File: src/rtl/famipad_pkg.sv
// Shared constants and helpers for the Famicom pad serializer.
package famipad_pkg;

  localparam logic FILL_RELEASED = 1'b1;
  localparam logic FILL_PRESSED  = 1'b0;

  typedef enum logic {
    MODE_PARALLEL = 1'b0,
    MODE_CHAIN    = 1'b1
  } mode_e;

  // Counter must hold NUM_PADS*PAD_BITS plus one extra shift to flag an over-read.
  function automatic int cnt_w(input int num_pads, input int pad_bits);
    return $clog2(num_pads * pad_bits) + 1;
  endfunction

endpackage

File: src/rtl/famipad_edge_sync.sv
// Level/rise detector for one core control line; FAMIPAD_SYNC_EN inserts a 2-flop synchronizer.
module famipad_edge_sync (
  input  logic clk_sys,
  input  logic reset,
  input  logic in_i,
  output logic level_o,
  output logic rise_o
);

`ifdef FAMIPAD_SYNC_EN
  logic [1:0] sync_q;

  always_ff @(posedge clk_sys) begin
    if (reset) sync_q <= '0;
    else       sync_q <= {sync_q[0], in_i};
  end

  assign level_o = sync_q[1];
`else
  assign level_o = in_i;
`endif

  logic prev_q;

  always_ff @(posedge clk_sys) begin
    if (reset) prev_q <= 1'b0;
    else       prev_q <= level_o;
  end

  assign rise_o = level_o & ~prev_q;

endmodule

File: src/rtl/famipad_serializer.sv
// Multi-pad Famicom latch/pulse/data serializer with parallel or daisy-chain readout.
// Optional FAMIPAD_SYNC_EN synchronizes famicom_latch/famicom_pulse (adds 2 clk_sys latency).
module famipad_serializer
  import famipad_pkg::*;
#(
  parameter int   NUM_PADS = 2,
  parameter int   PAD_BITS = 8,
  parameter logic FILL_BIT = FILL_RELEASED,
  localparam int  CNT_W    = cnt_w(NUM_PADS, PAD_BITS)
) (
  input  logic                         clk_sys,
  input  logic                         reset,
  input  logic                         chain_en,
  input  logic [NUM_PADS*PAD_BITS-1:0] pad_buttons,
  input  logic [PAD_BITS-1:0]          kbd_n,
  input  logic                         famicom_latch,
  input  logic                         famicom_pulse,
  output logic [NUM_PADS-1:0]          famicom_data,
  output logic [CNT_W-1:0]             bit_count,
  output logic                         overrun
);

  localparam int TOTAL = NUM_PADS * PAD_BITS;
  localparam logic [CNT_W-1:0] CNT_MAX   = '1;
  localparam logic [CNT_W:0]   LEN_PAR   = (CNT_W+1)'(PAD_BITS);
  localparam logic [CNT_W:0]   LEN_CHAIN = (CNT_W+1)'(TOTAL);

  logic latch_lvl, latch_rise_unused;
  logic pulse_lvl, pulse_rise;

  famipad_edge_sync u_latch_sync (
    .clk_sys (clk_sys),
    .reset   (reset),
    .in_i    (famicom_latch),
    .level_o (latch_lvl),
    .rise_o  (latch_rise_unused)
  );

  famipad_edge_sync u_pulse_sync (
    .clk_sys (clk_sys),
    .reset   (reset),
    .in_i    (famicom_pulse),
    .level_o (pulse_lvl),
    .rise_o  (pulse_rise)
  );

  // Pad p lives in sr[p*PAD_BITS +: PAD_BITS]; pad 0 at the LSB makes chain mode a plain shift.
  logic [TOTAL-1:0]    sr_q, sr_d;
  logic [NUM_PADS-1:0] data_q, data_d;
  logic [CNT_W-1:0]    cnt_q, cnt_d;
  logic [CNT_W:0]      cnt_inc;
  logic [CNT_W:0]      readable;
  logic                ovr_q, ovr_d;
  mode_e               chain_q, chain_d;

  always_comb begin
    sr_d     = sr_q;
    chain_d  = chain_q;
    cnt_d    = cnt_q;
    ovr_d    = ovr_q;
    cnt_inc  = {1'b0, cnt_q} + 1'b1;
    readable = (chain_q == MODE_CHAIN) ? LEN_CHAIN : LEN_PAR;
    data_d   = '0;

    if (latch_lvl) begin
      for (int unsigned p = 0; p < NUM_PADS; p++) begin
        sr_d[p*PAD_BITS +: PAD_BITS] = ~pad_buttons[p*PAD_BITS +: PAD_BITS];
      end
      sr_d[PAD_BITS-1:0] = ~pad_buttons[PAD_BITS-1:0] & kbd_n;
      chain_d = mode_e'(chain_en);
      cnt_d   = '0;
      ovr_d   = 1'b0;
    end else if (pulse_rise) begin
      if (chain_q == MODE_CHAIN) begin
        sr_d = {FILL_BIT, sr_q[TOTAL-1:1]};
      end else begin
        for (int unsigned p = 0; p < NUM_PADS; p++) begin
          sr_d[p*PAD_BITS +: PAD_BITS] = {FILL_BIT, sr_q[p*PAD_BITS+1 +: PAD_BITS-1]};
        end
      end
      cnt_d = cnt_inc[CNT_W] ? CNT_MAX : cnt_inc[CNT_W-1:0];
      if (cnt_inc > readable) ovr_d = 1'b1;
    end

    // Output bits are registered from next-state so famicom_data comes straight from a flop.
    for (int unsigned p = 0; p < NUM_PADS; p++) begin
      data_d[p] = (chain_d == MODE_CHAIN && p != 0) ? FILL_BIT : sr_d[p*PAD_BITS];
    end
  end

  always_ff @(posedge clk_sys) begin
    if (reset) begin
      sr_q    <= {TOTAL{FILL_BIT}};
      data_q  <= {NUM_PADS{FILL_BIT}};
      cnt_q   <= '0;
      ovr_q   <= 1'b0;
      chain_q <= MODE_PARALLEL;
    end else begin
      sr_q    <= sr_d;
      data_q  <= data_d;
      cnt_q   <= cnt_d;
      ovr_q   <= ovr_d;
      chain_q <= chain_d;
    end
  end

  assign famicom_data = data_q;
  assign bit_count    = cnt_q;
  assign overrun      = ovr_q;

endmodule
File: config.mk
export PLATFORM = sky130hd
export DESIGN_NAME = famipad_serializer
export DESIGN_NICKNAME = d
export VERILOG_FILES = /design/src/rtl/famipad_pkg.sv /design/src/rtl/famipad_edge_sync.sv /design/src/rtl/famipad_serializer.sv
export SDC_FILE = /design/constraint.sdc
export NUM_CORES = 1
export LEC_CHECK = 0
export ABC_AREA = 1
export CORE_MARGIN = 5
export CORE_UTILIZATION = 30
export DETAILED_ROUTE_END_ITERATION = 16
export SYNTH_ARGS = -nofsm -noshare
export SYNTH_HDL_FRONTEND = slang
export SYNTH_HIERARCHICAL = 1
export SYNTH_SLANG_ARGS = --single-unit
File: constraint.sdc
create_clock -name clk_sys -period 1.68 [get_ports clk_sys]
set_clock_uncertainty 0.1 [all_clocks]
set_input_delay 0.42 -clock clk_sys [delete_from_list [all_inputs] [get_ports clk_sys]]
set_output_delay 0.42 -clock clk_sys [all_outputs]
set_load 0.03 [all_outputs]
==> flow_summary.json, run 1 <==
{
  "path_clk_slew_ns": 0.09,
  "cts_max_level": 1,
  "violations": "setup timing",
  "cts.sinks": 25,
  "crit_path_start_kind": "flip-flop",
  "avgSynthCellArea_sq_um": 7.565,
  "setup_viol_count_final": 1,
  "cts_root_buf": "clkbuf_8",
  "slowest_delay_ns": 0.36,
  "status": "complete, but fails checks",
  "synth_fp_nets": 184,
  "core_area_sq_um": 3689,
  "die_x_um": 71.71,
  "syn-cell-area_sq_um": 1142,
  "numCtsBuffers": 3,
  "path_cells": "ha_4, nand3_2, xor2_2, inv_2, ha_4, inv_2, o21bai_1, nand2_1, nand2_1, nand2_1, a21oi_2",
  "diodes": 0,
  "drt_wl_total_um": 2733,
  "p_leak_nw": 0.7614,
  "ys_warn_count": 6,
  "gp_congestion": 0.8325,
  "tns_ns": -0.008129,
  "p_per_area_nw_per_um2": 720.1,
  "ant_nets": 0,
  "finalHoldViolations": 0,
  "cp_max_fo": 3,
  "postPlaceCellArea_sq_um": 1678,
  "grt_use_total": 0.1057,
  "final_nets": 233,
  "clockBufferDepth": 2,
  "power.share.clock": 0.278,
  "hold_path.class": "reg2reg",
  "switching_power_uw": 327.7,
  "clock.fmax_mhz": 592.4,
  "period_share": 1.005,
  "crit_family": "adder cells",
  "synth_cells": 151,
  "comb_power_share": 0.205,
  "maxCapViolations": 0,
  "cp_data_required_time_ns": 1.78,
  "dp_slack_ns": -0.3928,
  "ctsHoldBuffers": 0,
  "fillers": 378,
  "place.port_buffers": 36,
  "grt_pass1_vias": 1105,
  "hpwlAfterDp_um": 2125,
  "avgViaCountPerCell": 4.652,
  "cp_slowest_cell": "dfxtp_4",
  "max-slew-margin-rel": 0.6400,
  "dr_total_vias": 1149,
  "drt-pass1-iter-count": 4,
  "slew_viol_final": 0,
  "cts_tree": "done",
  "switching_share": 0.2576,
  "die_area_sq_um": 5142,
  "drt-wirelength-per-cell_um": 11.06,
  "drive_gt1_frac": 0.1709,
  "post-route-cell-area_sq_um": 1767,
  "fp.dieH_um": 71.71,
  "worst_ep_arrival_time_ns": 1.79,
  "clk-insertion-delay-late_ns": 0.26,
  "drcViolationCount": 0,
  "ir_drop_mv": 0.3163,
  "initial_core_util": 0.3097,
  "grt_pass1_wl_um": 4574,
  "antenna_found_initial": 0,
  "fin_crit_ns": 1.688,
  "globalRoute.totalOverflow": 0,
  "end_kind": "flip-flop",
  "worstPathBufferInverterCount": 2,
  "cell_internal_pwr_uw": 944.5,
  "path_class": "reg2reg",
  "grt_max_degree": 16,
  "areaGrowthSynthToFinish_pct": 54.65,
  "num_io_pins": 37,
  "tightestPinTransition_ns": 0.5394,
  "finalWorstSetupSlack_ns": -0.008129,
  "rsz0062_at_grt": "true",
  "fp-row-count": 22,
  "seqPwrFrac": 0.518,
  "crit_path_frequent_cell": "nand2_1",
  "drtIter0Drc": 39
}
## flip-flops by register name, summed over array words and instances, names as in the netlist
signal,flops
bit_count,5
chain_q,1
famicom_data,1
overrun,1
sr_q,16
u_pulse_sync/prev_q,1
## stage by stage
stage | util | instances | hold WS, ns | total power, mW
after CTS | 0.4671 | 245 | 0.3649 | 1.273
after detailed placement | 0.4549 | 241 | 0.3540 | 0.9301
after floorplan | - | 151 | 0.3382 | 0.7964
after global placement | 0.4549 | 241 | 0.3481 | 0.9238
after global routing | 0.4790 | 247 | 0.3953 | 1.331
final | 0.4790 | 247 | 0.3676 | 1.272
## worst register-to-register path, cell delays in order (launching register included)
cell	delay, ns
dfxtp_4	0.36
ha_4	0.16
nand3_2	0.08
xor2_2	0.18
inv_2	0.06
ha_4	0.26
inv_2	0.03
o21bai_1	0.11
nand2_1	0.07
nand2_1	0.05
nand2_1	0.06
a21oi_2	0.10
## cell type report
type | instances | area, sq um | area share
tap | 48 | 60.06 | 0.03399
sequential | 25 | 510.5 | 0.2890
inverter | 17 | 63.81 | 0.03612
timing repair buffer | 51 | 500.5 | 0.2833
clock buffer | 4 | 45.04 | 0.02550
multi-input combinational | 102 | 586.8 | 0.3322
## what timing repair did
| action | 4_1_cts | 5_1_grt |
|---|---|---|
| setup endpoints to repair | 24 | 18 |
| buffers inserted | 0 | 2 |
| pin swaps | 0 | 0 |
| resized for setup | 10 | 6 |
## power groups by stage
stage	logic [mW]	clock network, mW	registers [mW]
floorplan	0.113	0	0.683
global route	0.288	0.379	0.664
finish	0.260	0.353	0.659
CTS	0.253	0.361	0.658
global placement	0.253	0	0.671
detailed placement	0.258	0	0.672
## final timing paths
path	start	to	slack, ns	depth (start not counted)
max	bit_count[1]	overrun	-0.008	11
min	overrun	overrun	0.37	2
max reg2reg	bit_count[1]	overrun	-0.008	11
min reg2reg	overrun	overrun	0.37	2
## per-layer routing
metal | vias up | global-route usage | share of wire
met5 | - | 0 | 0
li1 | 595 | - | -
met1 | 522 | 0.1327 | 0.48
met2 | 30 | 0.1786 | 0.46
met3 | 2 | 0.02945 | 0.063
met4 | 0 | 0.02505 | 0.0044
## cell usage in the layout (no fill, tap or decap), types with 2 or more instances in the layout
| cell | count |
|---|---|
| nand3_2 | 2 |
| ha_1 | 2 |
| dfxtp_4 | 2 |
| a21oi_1 | 12 |
| buf_4 | 12 |
| nand3_1 | 2 |
| dlygate4sd2_1 | 8 |
| buf_12 | 3 |
| clkdlybuf4s50_1 | 28 |
| o21ai_0 | 6 |
| o211ai_1 | 8 |
| inv_1 | 12 |
| clkbuf_8 | 3 |
| inv_2 | 4 |
| dfxtp_1 | 21 |
| dfxtp_2 | 2 |
| o2111ai_1 | 7 |
| xor2_2 | 2 |
| ha_4 | 2 |
| nand2_1 | 46 |
| nor2_1 | 8 |
Note: power is estimated with default switching activity, not from simulation.
==> inputs of run 2 (changes only) <==
- CORE_UTILIZATION: 30 -> 25
==> flow_summary.json, run 2 (same netlist as run 1, synthesis figures left out) <==
{
  "core_area_sq_um": 4384,
  "grt_use_total": 0.08923,
  "fin_crit_ns": 1.692,
  "final_cell_mix": "nand2_1 (46), clkdlybuf4s50_1 (28), dfxtp_1 (21)",
  "period_share": 1.007,
  "num_io_pins": 37,
  "whs_ns": 0.3603,
  "gp_congestion": 0.7719,
  "grt_pass1_wl_um": 4471,
  "final_nets": 236,
  "grt_max_degree": 16,
  "crit_path_frequent_cell": "nand2_1",
  "path_cells": "ha_4, nand3_2, xor2_2, inv_1, ha_1, inv_1, o21bai_1, nand2_1, nand2_1, nand2_1, a21oi_1",
  "grt_pass1_vias": 1049,
  "hold_path.class": "reg2reg",
  "setup_viol_count_final": 1,
  "slew_viol_final": 0,
  "path_clk_slew_ns": 0.09,
  "max-slew-margin-rel": 0.5981,
  "slowest_delay_ns": 0.36,
  "power.share.clock": 0.285,
  "cts_max_level": 1,
  "ant_nets": 0,
  "hpwlAfterDp_um": 2089,
  "diodes": 0,
  "worstPathBufferInverterCount": 2,
  "globalRoute.totalOverflow": 0,
  "cp_slowest_cell": "dfxtp_4",
  "p_per_area_nw_per_um2": 733.6,
  "largest_register_ffs": 16,
  "drt-pass1-iter-count": 4,
  "maxCapViolations": 0,
  "tns_ns": -0.01245,
  "drt_wl_total_um": 2745,
  "post-route-util": 0.3958,
  "cp.depth": 11,
  "postPlaceCellArea_sq_um": 1653,
  "violations": "setup timing",
  "switching_share": 0.2649,
  "post-route-cell-area_sq_um": 1735,
  "dp_cells": 246,
  "drt-wirelength-per-cell_um": 10.81,
  "cts.sinks": 25,
  "numCtsBuffers": 3,
  "tightestPinTransition_ns": 0.6022,
  "finalWorstSetupSlack_ns": -0.01245,
  "holdPathStages": 2,
  "final_common_cell": "nand2_1",
  "cts_root_buf": "clkbuf_8",
  "clockBufferDepth": 2,
  "worst_ep_arrival_time_ns": 1.80,
  "areaGrowthSynthToFinish_pct": 51.92,
  "cts_tree": "done",
  "avgViaCountPerCell": 4.331,
  "place.port_buffers": 36,
  "p_leak_nw": 0.7703,
  "power_mw": 1.273,
  "rsz0062_at_grt": "true",
  "initial_core_util": 0.2606,
  "clock.fmax_mhz": 590.9,
  "status": "complete, but fails checks",
  "crit_path_start_kind": "flip-flop",
  "comb_power_share": 0.199,
  "rr_worst_depth": 11,
  "top_register": "sr_q",
  "drtIter0Drc": 63,
  "ctsHoldBuffers": 0,
  "antenna_found_initial": 0,
  "drcViolationCount": 0,
  "dp_slack_ns": -0.4181,
  "end_kind": "flip-flop",
  "dr_total_vias": 1100,
  "seqPwrFrac": 0.517,
  "drive_gt1_frac": 0.1683,
  "ir_drop_mv": 0.5407,
  "die_area_sq_um": 6021,
  "fp.dieH_um": 77.60,
  "switching_power_uw": 337.2,
  "cp_max_fo": 3,
  "clk-insertion-delay-late_ns": 0.27,
  "die_x_um": 77.60,
  "finalHoldViolations": 0,
  "cp_data_required_time_ns": 1.79,
  "path_class": "reg2reg",
  "crit_family": "adder cells",
  "fp-row-count": 24,
  "cell_internal_pwr_uw": 935.9,
  "final_cells": 254
}
## run 2: cell types whose count changed in the layout (fill, tap and decap cells not counted), moves of 2 or more
cell    change
buf_12      -3
inv_1       +2
buf_4       +6
inv_2       -2
## run 2: worst register-to-register path, delay by kind of cell, from the launching register on
kind	cells	cell delay [ns]
adder cells (fa/ha/maj)	2	0.43
flip-flops	1	0.36
AND/OR/NAND/NOR	4	0.24
AO/OA/AOI/OAI	2	0.22
XOR/XNOR	1	0.16
buffers and inverters	2	0.12
## run 2: path summary, 6_finish.rpt
check,end,from,slack (ns)
setup / recovery,overrun,bit_count[1],-0.01
hold / removal,overrun,overrun,0.36
setup reg to reg,overrun,bit_count[1],-0.01
hold reg to reg,overrun,overrun,0.36
## run 2: power groups by stage
| stage | logic, mW | registers [mW] | clock network [mW] |
|---|---|---|---|
| 3_5_place_dp | 0.249 | 0.671 | 0 |
| 5_1_grt | 0.281 | 0.664 | 0.398 |
| 4_1_cts | 0.244 | 0.657 | 0.381 |
| 6_report | 0.253 | 0.658 | 0.362 |
| 2_1_floorplan | 0.113 | 0.683 | 0 |
| 3_3_place_gp | 0.248 | 0.671 | 0 |
## run 2: cell type report
class	instances	area, sq um
Inverter	17	63.81
Clock buffer	3	41.29
Multi-Input combinational cell	102	564.3
Timing Repair Buffer	54	485.5
Sequential cell	25	510.5
Fill cell	462	2649
Tap cell	52	65.06
Clock inverter	1	5.005
## run 2: metal layers
metal	track usage	up-vias	part of all wire
met5	0	-	0
met4	0.03093	0	0.0062
met3	0.03356	2	0.073
met2	0.1352	30	0.44
met1	0.1158	468	0.48
li1	-	600	-
## run 2: repair_timing
item,4_1_cts,5_1_grt
setup buffers,0,4
resized for setup,9,3
setup endpoints to repair,24,17
